## src/rtl/i2c_pkg.sv

```systemverilog
// Shared definitions for the I2C slave endpoint and future bus monitors.
package i2c_pkg;

    typedef enum logic [3:0] {
        ST_IDLE      = 4'd0,
        ST_ADDR      = 4'd1,
        ST_ADDR_ACK  = 4'd2,
        ST_PTR       = 4'd3,
        ST_PTR_ACK   = 4'd4,
        ST_WDATA     = 4'd5,
        ST_WDATA_ACK = 4'd6,
        ST_RDATA     = 4'd7,
        ST_RDATA_ACK = 4'd8
    } slv_state_e;

    localparam logic ACK      = 1'b0;
    localparam logic NACK     = 1'b1;
    localparam logic RW_WRITE = 1'b0;
    localparam logic RW_READ  = 1'b1;

    localparam logic [6:0] DEFAULT_SLAVE_ADDR = 7'h2A;

    // Register pointer advance; wraps 8'hFF to 8'h00 silently.
    function automatic logic [7:0] ptr_inc(input logic [7:0] ptr);
        return ptr + 8'd1;
    endfunction

endpackage

```

## src/rtl/i2c_slave_regif_if.sv

```systemverilog
// Bus pins plus register-file strobe interface of the I2C slave endpoint.
interface i2c_slave_regif_if;
    logic       scl_in;
    logic       sda_in;
    logic       sda_oe;
    logic [7:0] reg_addr;
    logic [7:0] reg_wdata;
    logic       reg_we;
    logic       reg_re;
    logic [7:0] reg_rdata;
    logic       busy;

    modport slave (
        input  scl_in, sda_in, reg_rdata,
        output sda_oe, reg_addr, reg_wdata, reg_we, reg_re, busy
    );

    modport master (
        output scl_in, sda_in, reg_rdata,
        input  sda_oe, reg_addr, reg_wdata, reg_we, reg_re, busy
    );
endinterface

```

## src/rtl/i2c_line_sync.sv

```systemverilog
// SCL/SDA synchronizer with single-clk edge and START/STOP pulses.
// Pulses and sda_lvl appear SYNC_STAGES+1 clks after the pin edge; no backpressure.
module i2c_line_sync #(
    parameter int SYNC_STAGES = 2
) (
    input  logic clk,
    input  logic reset_n,
    input  logic scl_in,
    input  logic sda_in,
    output logic sda_lvl,
    output logic scl_rise,
    output logic scl_fall,
    output logic start_det,
    output logic stop_det
);

    logic [SYNC_STAGES-1:0] scl_sync_q, scl_sync_d;
    logic [SYNC_STAGES-1:0] sda_sync_q, sda_sync_d;
    logic scl_hist_q, scl_hist_d;
    logic sda_hist_q, sda_hist_d;
    logic scl_rise_q, scl_rise_d;
    logic scl_fall_q, scl_fall_d;
    logic start_q, start_d;
    logic stop_q, stop_d;
    logic scl_s, sda_s;

    always_comb begin
        scl_sync_d = {scl_sync_q[SYNC_STAGES-2:0], scl_in};
        sda_sync_d = {sda_sync_q[SYNC_STAGES-2:0], sda_in};
        scl_s      = scl_sync_q[SYNC_STAGES-1];
        sda_s      = sda_sync_q[SYNC_STAGES-1];
        scl_hist_d = scl_s;
        sda_hist_d = sda_s;
        scl_rise_d = scl_s & ~scl_hist_q;
        scl_fall_d = ~scl_s & scl_hist_q;
        // SDA may only change with SCL held high across both samples.
        start_d    = scl_s & scl_hist_q & sda_hist_q & ~sda_s;
        stop_d     = scl_s & scl_hist_q & ~sda_hist_q & sda_s;
    end

    // Lines reset to the idle-high level so release of reset creates no edges.
    always_ff @(posedge clk or negedge reset_n) begin
        if (!reset_n) begin
            scl_sync_q <= '1;
            sda_sync_q <= '1;
            scl_hist_q <= 1'b1;
            sda_hist_q <= 1'b1;
            scl_rise_q <= 1'b0;
            scl_fall_q <= 1'b0;
            start_q    <= 1'b0;
            stop_q     <= 1'b0;
        end else begin
            scl_sync_q <= scl_sync_d;
            sda_sync_q <= sda_sync_d;
            scl_hist_q <= scl_hist_d;
            sda_hist_q <= sda_hist_d;
            scl_rise_q <= scl_rise_d;
            scl_fall_q <= scl_fall_d;
            start_q    <= start_d;
            stop_q     <= stop_d;
        end
    end

    assign sda_lvl   = sda_hist_q;
    assign scl_rise  = scl_rise_q;
    assign scl_fall  = scl_fall_q;
    assign start_det = start_q;
    assign stop_det  = stop_q;

endmodule

```

## src/rtl/i2c_slave_regif.sv

```systemverilog
// Oversampled I2C slave: address match, 8-bit register pointer, single-clk reg_we/reg_re strobes.
// Acts one clk after a line event is detected; the register file must accept every strobe.
module i2c_slave_regif
    import i2c_pkg::*;
#(
    parameter logic [6:0] SLAVE_ADDR  = DEFAULT_SLAVE_ADDR,
    parameter int         SYNC_STAGES = 2
) (
    input  logic        clk,
    input  logic        reset_n,
    i2c_slave_regif_if.slave bus
);

    logic sda_lvl, scl_rise, scl_fall, start_det, stop_det;

    i2c_line_sync #(
        .SYNC_STAGES (SYNC_STAGES)
    ) u_line_sync (
        .clk       (clk),
        .reset_n   (reset_n),
        .scl_in    (bus.scl_in),
        .sda_in    (bus.sda_in),
        .sda_lvl   (sda_lvl),
        .scl_rise  (scl_rise),
        .scl_fall  (scl_fall),
        .start_det (start_det),
        .stop_det  (stop_det)
    );

    slv_state_e state_q, state_d;
    logic [3:0] bit_cnt_q, bit_cnt_d;
    logic [7:0] shift_q, shift_d;
    logic       rw_q, rw_d;
    logic [7:0] reg_addr_q, reg_addr_d;
    logic [7:0] reg_wdata_q, reg_wdata_d;
    logic       reg_we_q, reg_we_d;
    logic       reg_re_q, reg_re_d;
    logic       sda_oe_q, sda_oe_d;
    logic       busy_q, busy_d;
    logic [7:0] rx_byte;

    always_comb begin
        state_d     = state_q;
        bit_cnt_d   = bit_cnt_q;
        shift_d     = shift_q;
        rw_d        = rw_q;
        reg_addr_d  = reg_addr_q;
        reg_wdata_d = reg_wdata_q;
        reg_we_d    = 1'b0;
        reg_re_d    = 1'b0;
        sda_oe_d    = sda_oe_q;
        busy_d      = busy_q;
        rx_byte     = {shift_q[6:0], sda_lvl};

        // Pointer advances the clk after a write strobe so the strobe sees the old pointer.
        if (reg_we_q) begin
            reg_addr_d = ptr_inc(reg_addr_q);
        end
        // Read strobe: reg_rdata is consumed now, MSB goes onto the bus.
        if (reg_re_q) begin
            shift_d    = bus.reg_rdata;
            reg_addr_d = ptr_inc(reg_addr_q);
            sda_oe_d   = ~bus.reg_rdata[7];
        end

        if (stop_det) begin
            state_d   = ST_IDLE;
            bit_cnt_d = 4'd0;
            sda_oe_d  = 1'b0;
            busy_d    = 1'b0;
        end else if (start_det) begin
            state_d   = ST_ADDR;
            bit_cnt_d = 4'd0;
            sda_oe_d  = 1'b0;
        end else begin
            case (state_q)
                ST_ADDR, ST_PTR, ST_WDATA: begin
                    // bit_cnt==8 marks a complete byte awaiting the ACK slot.
                    if (scl_rise && bit_cnt_q < 4'd8) begin
                        shift_d   = rx_byte;
                        bit_cnt_d = bit_cnt_q + 4'd1;
                        if (bit_cnt_q == 4'd7) begin
                            if (state_q == ST_ADDR) begin
                                if (rx_byte[7:1] == SLAVE_ADDR) begin
                                    busy_d = 1'b1;
                                    rw_d   = rx_byte[0];
                                end else begin
                                    state_d   = ST_IDLE;
                                    bit_cnt_d = 4'd0;
                                end
                            end else if (state_q == ST_PTR) begin
                                reg_addr_d = rx_byte;
                            end else begin
                                reg_we_d    = 1'b1;
                                reg_wdata_d = rx_byte;
                            end
                        end
                    end else if (scl_fall && bit_cnt_q == 4'd8) begin
                        sda_oe_d  = 1'b1;
                        bit_cnt_d = 4'd0;
                        if (state_q == ST_ADDR) begin
                            state_d = ST_ADDR_ACK;
                        end else if (state_q == ST_PTR) begin
                            state_d = ST_PTR_ACK;
                        end else begin
                            state_d = ST_WDATA_ACK;
                        end
                    end
                end
                ST_ADDR_ACK: begin
                    if (scl_fall) begin
                        sda_oe_d  = 1'b0;
                        bit_cnt_d = 4'd0;
                        if (rw_q == RW_READ) begin
                            reg_re_d = 1'b1;
                            state_d  = ST_RDATA;
                        end else begin
                            state_d = ST_PTR;
                        end
                    end
                end
                ST_PTR_ACK, ST_WDATA_ACK: begin
                    if (scl_fall) begin
                        sda_oe_d  = 1'b0;
                        bit_cnt_d = 4'd0;
                        state_d   = ST_WDATA;
                    end
                end
                ST_RDATA: begin
                    if (scl_fall) begin
                        if (bit_cnt_q == 4'd7) begin
                            sda_oe_d  = 1'b0;
                            bit_cnt_d = 4'd0;
                            state_d   = ST_RDATA_ACK;
                        end else begin
                            shift_d   = {shift_q[6:0], 1'b0};
                            sda_oe_d  = ~shift_q[6];
                            bit_cnt_d = bit_cnt_q + 4'd1;
                        end
                    end
                end
                ST_RDATA_ACK: begin
                    if (scl_rise) begin
                        if (sda_lvl == NACK) begin
                            state_d   = ST_IDLE;
                            busy_d    = 1'b0;
                            bit_cnt_d = 4'd0;
                        end else begin
                            bit_cnt_d = 4'd8;
                        end
                    end else if (scl_fall && bit_cnt_q == 4'd8) begin
                        reg_re_d  = 1'b1;
                        bit_cnt_d = 4'd0;
                        state_d   = ST_RDATA;
                    end
                end
                default: begin
                end
            endcase
        end
    end

    always_ff @(posedge clk or negedge reset_n) begin
        if (!reset_n) begin
            state_q     <= ST_IDLE;
            bit_cnt_q   <= 4'd0;
            shift_q     <= 8'h00;
            rw_q        <= RW_WRITE;
            reg_addr_q  <= 8'h00;
            reg_wdata_q <= 8'h00;
            reg_we_q    <= 1'b0;
            reg_re_q    <= 1'b0;
            sda_oe_q    <= 1'b0;
            busy_q      <= 1'b0;
        end else begin
            state_q     <= state_d;
            bit_cnt_q   <= bit_cnt_d;
            shift_q     <= shift_d;
            rw_q        <= rw_d;
            reg_addr_q  <= reg_addr_d;
            reg_wdata_q <= reg_wdata_d;
            reg_we_q    <= reg_we_d;
            reg_re_q    <= reg_re_d;
            sda_oe_q    <= sda_oe_d;
            busy_q      <= busy_d;
        end
    end

    assign bus.sda_oe    = sda_oe_q;
    assign bus.reg_addr  = reg_addr_q;
    assign bus.reg_wdata = reg_wdata_q;
    assign bus.reg_we    = reg_we_q;
    assign bus.reg_re    = reg_re_q;
    assign bus.busy      = busy_q;

endmodule

```

## src/flat_wrapper.sv

```systemverilog
// flat-port wrapper written by rule: the top's interface ports become plain ports
module i2c_slave_regif_flat import i2c_pkg::*;
#(
    parameter logic [6:0] SLAVE_ADDR  = DEFAULT_SLAVE_ADDR,
    parameter int         SYNC_STAGES = 2
)
  (clk, reset_n, bus_scl_in, bus_sda_in, bus_reg_rdata, bus_sda_oe, bus_reg_addr, bus_reg_wdata, bus_reg_we, bus_reg_re, bus_busy);
  i2c_slave_regif_if bus_i ();
  input  logic clk;
  input  logic reset_n;
  input wire logic [$bits(bus_i.scl_in)-1:0] bus_scl_in;
  input wire logic [$bits(bus_i.sda_in)-1:0] bus_sda_in;
  input wire logic [$bits(bus_i.reg_rdata)-1:0] bus_reg_rdata;
  output wire logic [$bits(bus_i.sda_oe)-1:0] bus_sda_oe;
  output wire logic [$bits(bus_i.reg_addr)-1:0] bus_reg_addr;
  output wire logic [$bits(bus_i.reg_wdata)-1:0] bus_reg_wdata;
  output wire logic [$bits(bus_i.reg_we)-1:0] bus_reg_we;
  output wire logic [$bits(bus_i.reg_re)-1:0] bus_reg_re;
  output wire logic [$bits(bus_i.busy)-1:0] bus_busy;
  assign bus_i.scl_in = bus_scl_in;
  assign bus_i.sda_in = bus_sda_in;
  assign bus_i.reg_rdata = bus_reg_rdata;
  assign bus_sda_oe = bus_i.sda_oe;
  assign bus_reg_addr = bus_i.reg_addr;
  assign bus_reg_wdata = bus_i.reg_wdata;
  assign bus_reg_we = bus_i.reg_we;
  assign bus_reg_re = bus_i.reg_re;
  assign bus_busy = bus_i.busy;
  i2c_slave_regif #(.SLAVE_ADDR(SLAVE_ADDR), .SYNC_STAGES(SYNC_STAGES)) u_core (.clk(clk), .reset_n(reset_n), .bus(bus_i));
endmodule
```

## config.mk

```make
export PLATFORM = sky130hd
export DESIGN_NAME = i2c_slave_regif_flat
export DESIGN_NICKNAME = d
export VERILOG_FILES = /design/src/rtl/i2c_pkg.sv /design/src/rtl/i2c_slave_regif_if.sv /design/src/rtl/i2c_line_sync.sv /design/src/rtl/i2c_slave_regif.sv /design/src/flat_wrapper.sv
export SDC_FILE = /design/constraint.sdc
export NUM_CORES = 1
export LEC_CHECK = 0
export ABC_CLOCK_PERIOD_IN_PS = 6100
export CAP_MARGIN = 20
export CELL_PAD_IN_SITES_DETAIL_PLACEMENT = 1
export CELL_PAD_IN_SITES_GLOBAL_PLACEMENT = 1
export CORE_MARGIN = 2
export CORE_UTILIZATION = 46
export CTS_CLUSTER_DIAMETER = 30
export DETAILED_ROUTE_END_ITERATION = 10
export PLACE_DENSITY = 0.92
export SYNTH_ARGS = -nofsm -noshare
export SYNTH_HDL_FRONTEND = slang
export SYNTH_SLANG_ARGS = --single-unit
```

## constraint.sdc

```tcl
create_clock -name clk -period 6.1 [get_ports clk]
set_input_delay 1.22 -clock clk [delete_from_list [all_inputs] [get_ports clk]]
set_output_delay 1.22 -clock clk [all_outputs]
set_load 0.02 [all_outputs]
```

After elaboration in Yosys (flattened, before gate mapping)
Cells that the tools add are included.
{ "totals": {"output_inout_bits": 20, "reg_bits": 47, "elab_cells": 159, "input_bits": 12} }
{ "op_classes": {"bitwise_logic": 17, "n_lt_le_gt_ge": 1, "eq_ne": 29, "add_sub_neg": 2, "reduce_logical": 13, "muxes": 79} }
{ "op_table": {"columns": ["cell", "count"], "rows": [
  ["two-way mux 8 bit", 15],
  ["two-way mux 4 bit", 27],
  ["two-way mux 1 bit", 29],
  ["equality test 4 x 3 -> 1 bit, second input constant", 5],
  ["!= test 5 bit, second input constant", 4],
  ["case mux 4 bit (5 select lines)", 1],
  ["case mux 4 bit (4 select lines)", 1],
  ["case mux 8 bit (2 select lines)", 1],
  ["AND reduction 7 bit", 2],
  ["!= test 3 x 2 -> 1 bit, second input constant", 4],
  ["!= test 4 bit, second input constant", 3],
  ["AND reduction 11 bit", 1],
  ["NOT 1 bit", 10],
  ["adder 8 x 1 -> 8 bit, second input constant", 1],
  ["equality test 4 x 2 -> 1 bit, second input constant", 2],
  ["equality test 4 bit, second input constant", 2],
  ["AND reduction 8 bit", 1],
  ["bitwise AND 1 bit", 7],
  ["equality test 7 x 6 -> 1 bit, second input constant", 1],
  ["nonzero test 7 bit", 1],
  ["!= test 3 bit, second input constant", 2],
  ["nonzero test 6 bit", 1],
  ["OR reduction 3 bit", 2],
  ["!= test 5 x 3 -> 1 bit, second input constant", 1],
  ["15 further kinds", 17]
]} }

Depth between registers and ports, before layout
{ "logic_depth": {"depth_word": 10, "mapped_depth": 8, "mapped_depth_nobuf": 7} }

Modules after synthesis
A second synthesis with hierarchy kept.
{ "unflattened": {"hier_cells": 261, "area_unflattened_um2": 2603.7} }
{ "by_module_without_submodules": {"columns": ["mod", "instances", "cells_per_inst", "area_per_inst_um2", "seq_area_each_um2"], "rows": [
  ["i2c_slave_regif", 1, 247, 2311.0, 900.9],
  ["i2c_line_sync", 1, 14, 292.8, 257.7]
]} }

Worst setup path after synthesis
OpenSTA, ideal clock, no wires.
{ "synth_timing": {"path_kind": "flip-flop to flip-flop", "startpoint": "register u_core.state_q[1]", "endpoint": "register u_core.state_q[1]", "required_time_ns": 6.022, "path_stages_with_launch": 7, "period_less_slack_ns": 1.919, "setup_time_ns": 0.078, "setup_slack_ns": 4.181, "arrival_ns": 1.842, "n_path_buf": 1, "path_cell_list": "dfrtp_1 -> buf_6 -> nor4b_4 -> a221o_4 -> o211ai_4 -> or4_1 -> a21oi_1"} }
{ "synth_via": {"elab_chain_len": 8, "elab_cells_between_ends": 29, "classes_between": "eq/ne: 18; mux: 7; reduce/logical: 4"} }
{ "synth_lines": {"columns": ["element", "line_no", "source"], "rows": [
  ["from (decl)", "i2c_slave_regif.sv:30", "slv_state_e state_q, state_d;"],
  ["from (signal assigned)", "i2c_slave_regif.sv:176", "state_q <= state_d;"],
  ["equality test 4 x 2 -> 1 bit", "i2c_slave_regif.sv:76, i2c_slave_regif.sv:103", null],
  ["two-way mux 2 bit", "i2c_slave_regif.sv:103", "end else if (state_q == ST_PTR) begin"],
  ["two-way mux 4 bit", "i2c_slave_regif.sv:101", "if (state_q == ST_ADDR) begin"],
  ["two-way mux 4 bit", "i2c_slave_regif.sv:98", "end else if (scl_fall && bit_cnt_q == 4'd8) begin"],
  ["two-way mux 4 bit", "i2c_slave_regif.sv:79", "if (scl_rise && bit_cnt_q < 4'd8) begin"],
  ["case mux 4 bit (5 select lines)", "i2c_slave_regif.sv:76", "case (state_q)"],
  ["two-way mux 4 bit", "i2c_slave_regif.sv:71", "end else if (start_det) begin"],
  ["two-way mux 4 bit", "i2c_slave_regif.sv:66", "if (stop_det) begin"]
]} }
Parallel ways exist; a longest one is shown, timed or not. The select of a mux whose other input is x is not followed.
A chain may end at the register's enable or synchronous reset.

Worst setup path after layout
{ "layout_timing": {"startpoint": "register u_core.reg_re_q (netlist: u_core.bus.reg_re)", "endpoint": "output bus_reg_re"} }
{ "layout_lines": {"columns": ["element", "line_no", "source"], "rows": [
  ["from (decl)", "i2c_slave_regif.sv:37", "logic reg_re_q, reg_re_d;"],
  ["from (signal assigned)", "i2c_slave_regif.sv:183", "reg_re_q <= reg_re_d;"],
  ["to (decl)", "flat_wrapper.sv:18", "output wire logic [$bits(bus_i.reg_re)-1:0] bus_reg_re;"]
]} }
No word-level cell between the ends.

==> metrics <==
post-route insts no fill=around 350; RSZ-0062 raised after global routing=false; CTS resizes=0; die span in y=about 77 um; 1st-pass router iterations=4; CP Data Arrival Time=about 1.8 ns; Max-cap violations=0; CTS Buf Count=5; crit-path cells=clkdlybuf4s50_1; H-Tree Depth=2; Mapped Area=2440 sq um; leading area contributor after synthesis=dfrtp_1; Slew @ Worst Pin=~0.9 ns; TritonCTS clock tree=done; Initial Util=0.477; Skew-Pair Late Insertion Delay=roughly 0.31 ns; Final ANT Viol Nets=0; Hold WC Path Type=reg2reg; Synth top area share=0.411; Final WS setup=3.13 ns; FP Rows=26; largest delay contributor family on the critical path=flip-flops; fmax=between 300 and 400 MHz; most common cell in the netlist=dfrtp_1; Util after Layout=0.565; largest net degree at the start of global routing=47; dpl ws=3.32 ns; post-synthesis cell count=between 200 and 250; final WL=between 7 and 8 mm; outcome=finished, final reports clean; Total GRT Usage=0.247; Placeable Area=slightly above 5000 sq um; Synth Warn #=0; CTS clk-pin slew, worst paths=roughly 0.090 ns; slowest cell on the critical path=dfrtp_1; initial antenna violation count=0; post-layout min period=2.97 ns; Top Ports=32; power per cell area=between 300 and 400 nW/um^2; initial drt markers=83; Data required, critical path=slightly below 5 ns; Max IR drop VDD=between 0.0002 and 0.0003 V; die footprint=about 5900 sq um; WL/cell=around 20 um; worst path buffer plus inverter count=1; sequential area share after synthesis=0.475; via count=roughly 2100; main area contributors after synthesis=dfrtp_1, dfstp_2, nand2_1; top post-synthesis cells by count=dfrtp_1, nand2_1, o21ai_0; Setup crit end kind=primary output; vias in the first global route=approximately 2100; syn nets=263; Async SR Flop Fraction=1.00; Final Setup Violations=0; first-pass GRT wire length=~11 mm; clock tree buffer depth=2; Hold Fails Final Rpt=0; number of flops mapped to enable cells by yosys=0; area grow syn2layout=18.5%; gr ovfl total=0; PortBufs=31; Vias/cell=around 6; Startpoint Class=flip-flop; Worst Skew=0.00883 ns; Post-CTS Setup Inserts=0; period utilization=0.487; slowest stage delay, CP=slightly above 0.7 ns; drc violations=0; Lkg Pwr=about 1.2 nW; Setup TNS=0 ns; relative slew slack=0.398; critical path type=reg2out; Ant. Diodes=0; clk sink count=46; Synth Area per Inst=roughly 10 sq um; share of layout cells above drive strength 1=0.119; Distinct cells, synth=51; DIE WIDTH=approximately 77 um; nets@finish=between 200 and 300; Slew Limit Fails=0; dpl hpwl=between 4 and 5 mm; Root Buffer=clkbuf_8; gpl congestion=about 0.9; hold buffer count at cts=0; Placed Cells=around 340; number of synthesized register bits=46; FILL cells=roughly 600; Worst Path Max Fanout=14; Primary FF master, synth=dfrtp_1
cell families after synthesis:
kind of cell / after synthesis / share of synthesized area
buf+inv: 23 / 0.0411
simple gates: 85 / 0.189
flops: 46 / 0.475
mux: 18 / 0.0785
compound gates: 65 / 0.172
xor+xnor: 8 / 0.0287
fa+ha+maj: 3 / 0.0154
area by class of cell:
cell class / instances / area, sq um / area share
clock buffer: 5 / 68.8 / 0.0238
clock inverter: 3 / 18.8 / 0.00650
inverter: 10 / 37.5 / 0.0130
multi-input combinational: 179 / 1180 / 0.408
sequential: 46 / 1160 / 0.401
tap: 70 / 87.6 / 0.0303
timing repair buffer: 34 / 338 / 0.117
final timing paths:
path,from,endpoint,slack [ns],cells past startpoint
max in group asynchronous,reset_n,u_core.state_q[3],4.74,2
min in group asynchronous,reset_n,u_core.bus.busy,0.86,1
min,u_core.u_line_sync.scl_sync_q[0],u_core.u_line_sync.scl_sync_q[1],0.36,0
max,u_core.bus.reg_re,bus_reg_re,3.13,1
max reg2reg,u_core.state_q[0],u_core.shift_q[2],3.54,4
min reg2reg,u_core.u_line_sync.scl_sync_q[0],u_core.u_line_sync.scl_sync_q[1],0.36,0
stage by stage:
step	total power (W)	hold slack (ns)	area, sq um
after floorplan	0.000702	0.345	2440
after global placement	0.000789	0.350	2780
after detailed placement	0.000810	0.348	2780
after CTS	0.00101	0.365	2860
after global routing	0.00108	0.370	2890
final	0.00103	0.362	2890
placed cells by master, fill, tap and decap left out, drive strengths merged, types with 8 or more instances in the layout:
| cell type | synthesis | layout |
|---|---|---|
| inv | 10 | 11 |
| nor2 | 14 | 14 |
| nand2 | 29 | 29 |
| mux2 | 9 | 9 |
| a31oi | 8 | 8 |
| o21ai | 26 | 26 |
| clkdlybuf4s50 | 0 | 30 |
| a21oi | 12 | 12 |
| dfrtp | 40 | 40 |
| mux2i | 9 | 9 |
state kept, by name (all words and copies together), names as in the netlist, 2 cells and up:
name                           flops
u_core.bus.reg_wdata               8
u_core.u_line_sync.sda_sync_q      2
u_core.bus.reg_addr                8
u_core.state_q                     4
u_core.bit_cnt_q                   4
u_core.u_line_sync.scl_sync_q      2
u_core.shift_q                     7
where the power goes:
| part | switching [W] | internal, W | total (W) |
|---|---|---|---|
| combinational | 0.000228 | 0.000150 | 0.000378 |
| clock | 0.000113 | 0.0000809 | 0.000193 |
| sequential | 0.000100 | 0.000355 | 0.000455 |
metal layers:
metal / global-route usage / share of wire / up-vias
met4: 0.0691 / 0.015 / 0
met2: 0.429 / 0.51 / 70
li1: - / - / 939
met3: 0.0424 / 0.056 / 14
met5: 0 / 0 / -
met1: 0.316 / 0.42 / 1058
Power figures use the tool's default switching activity.
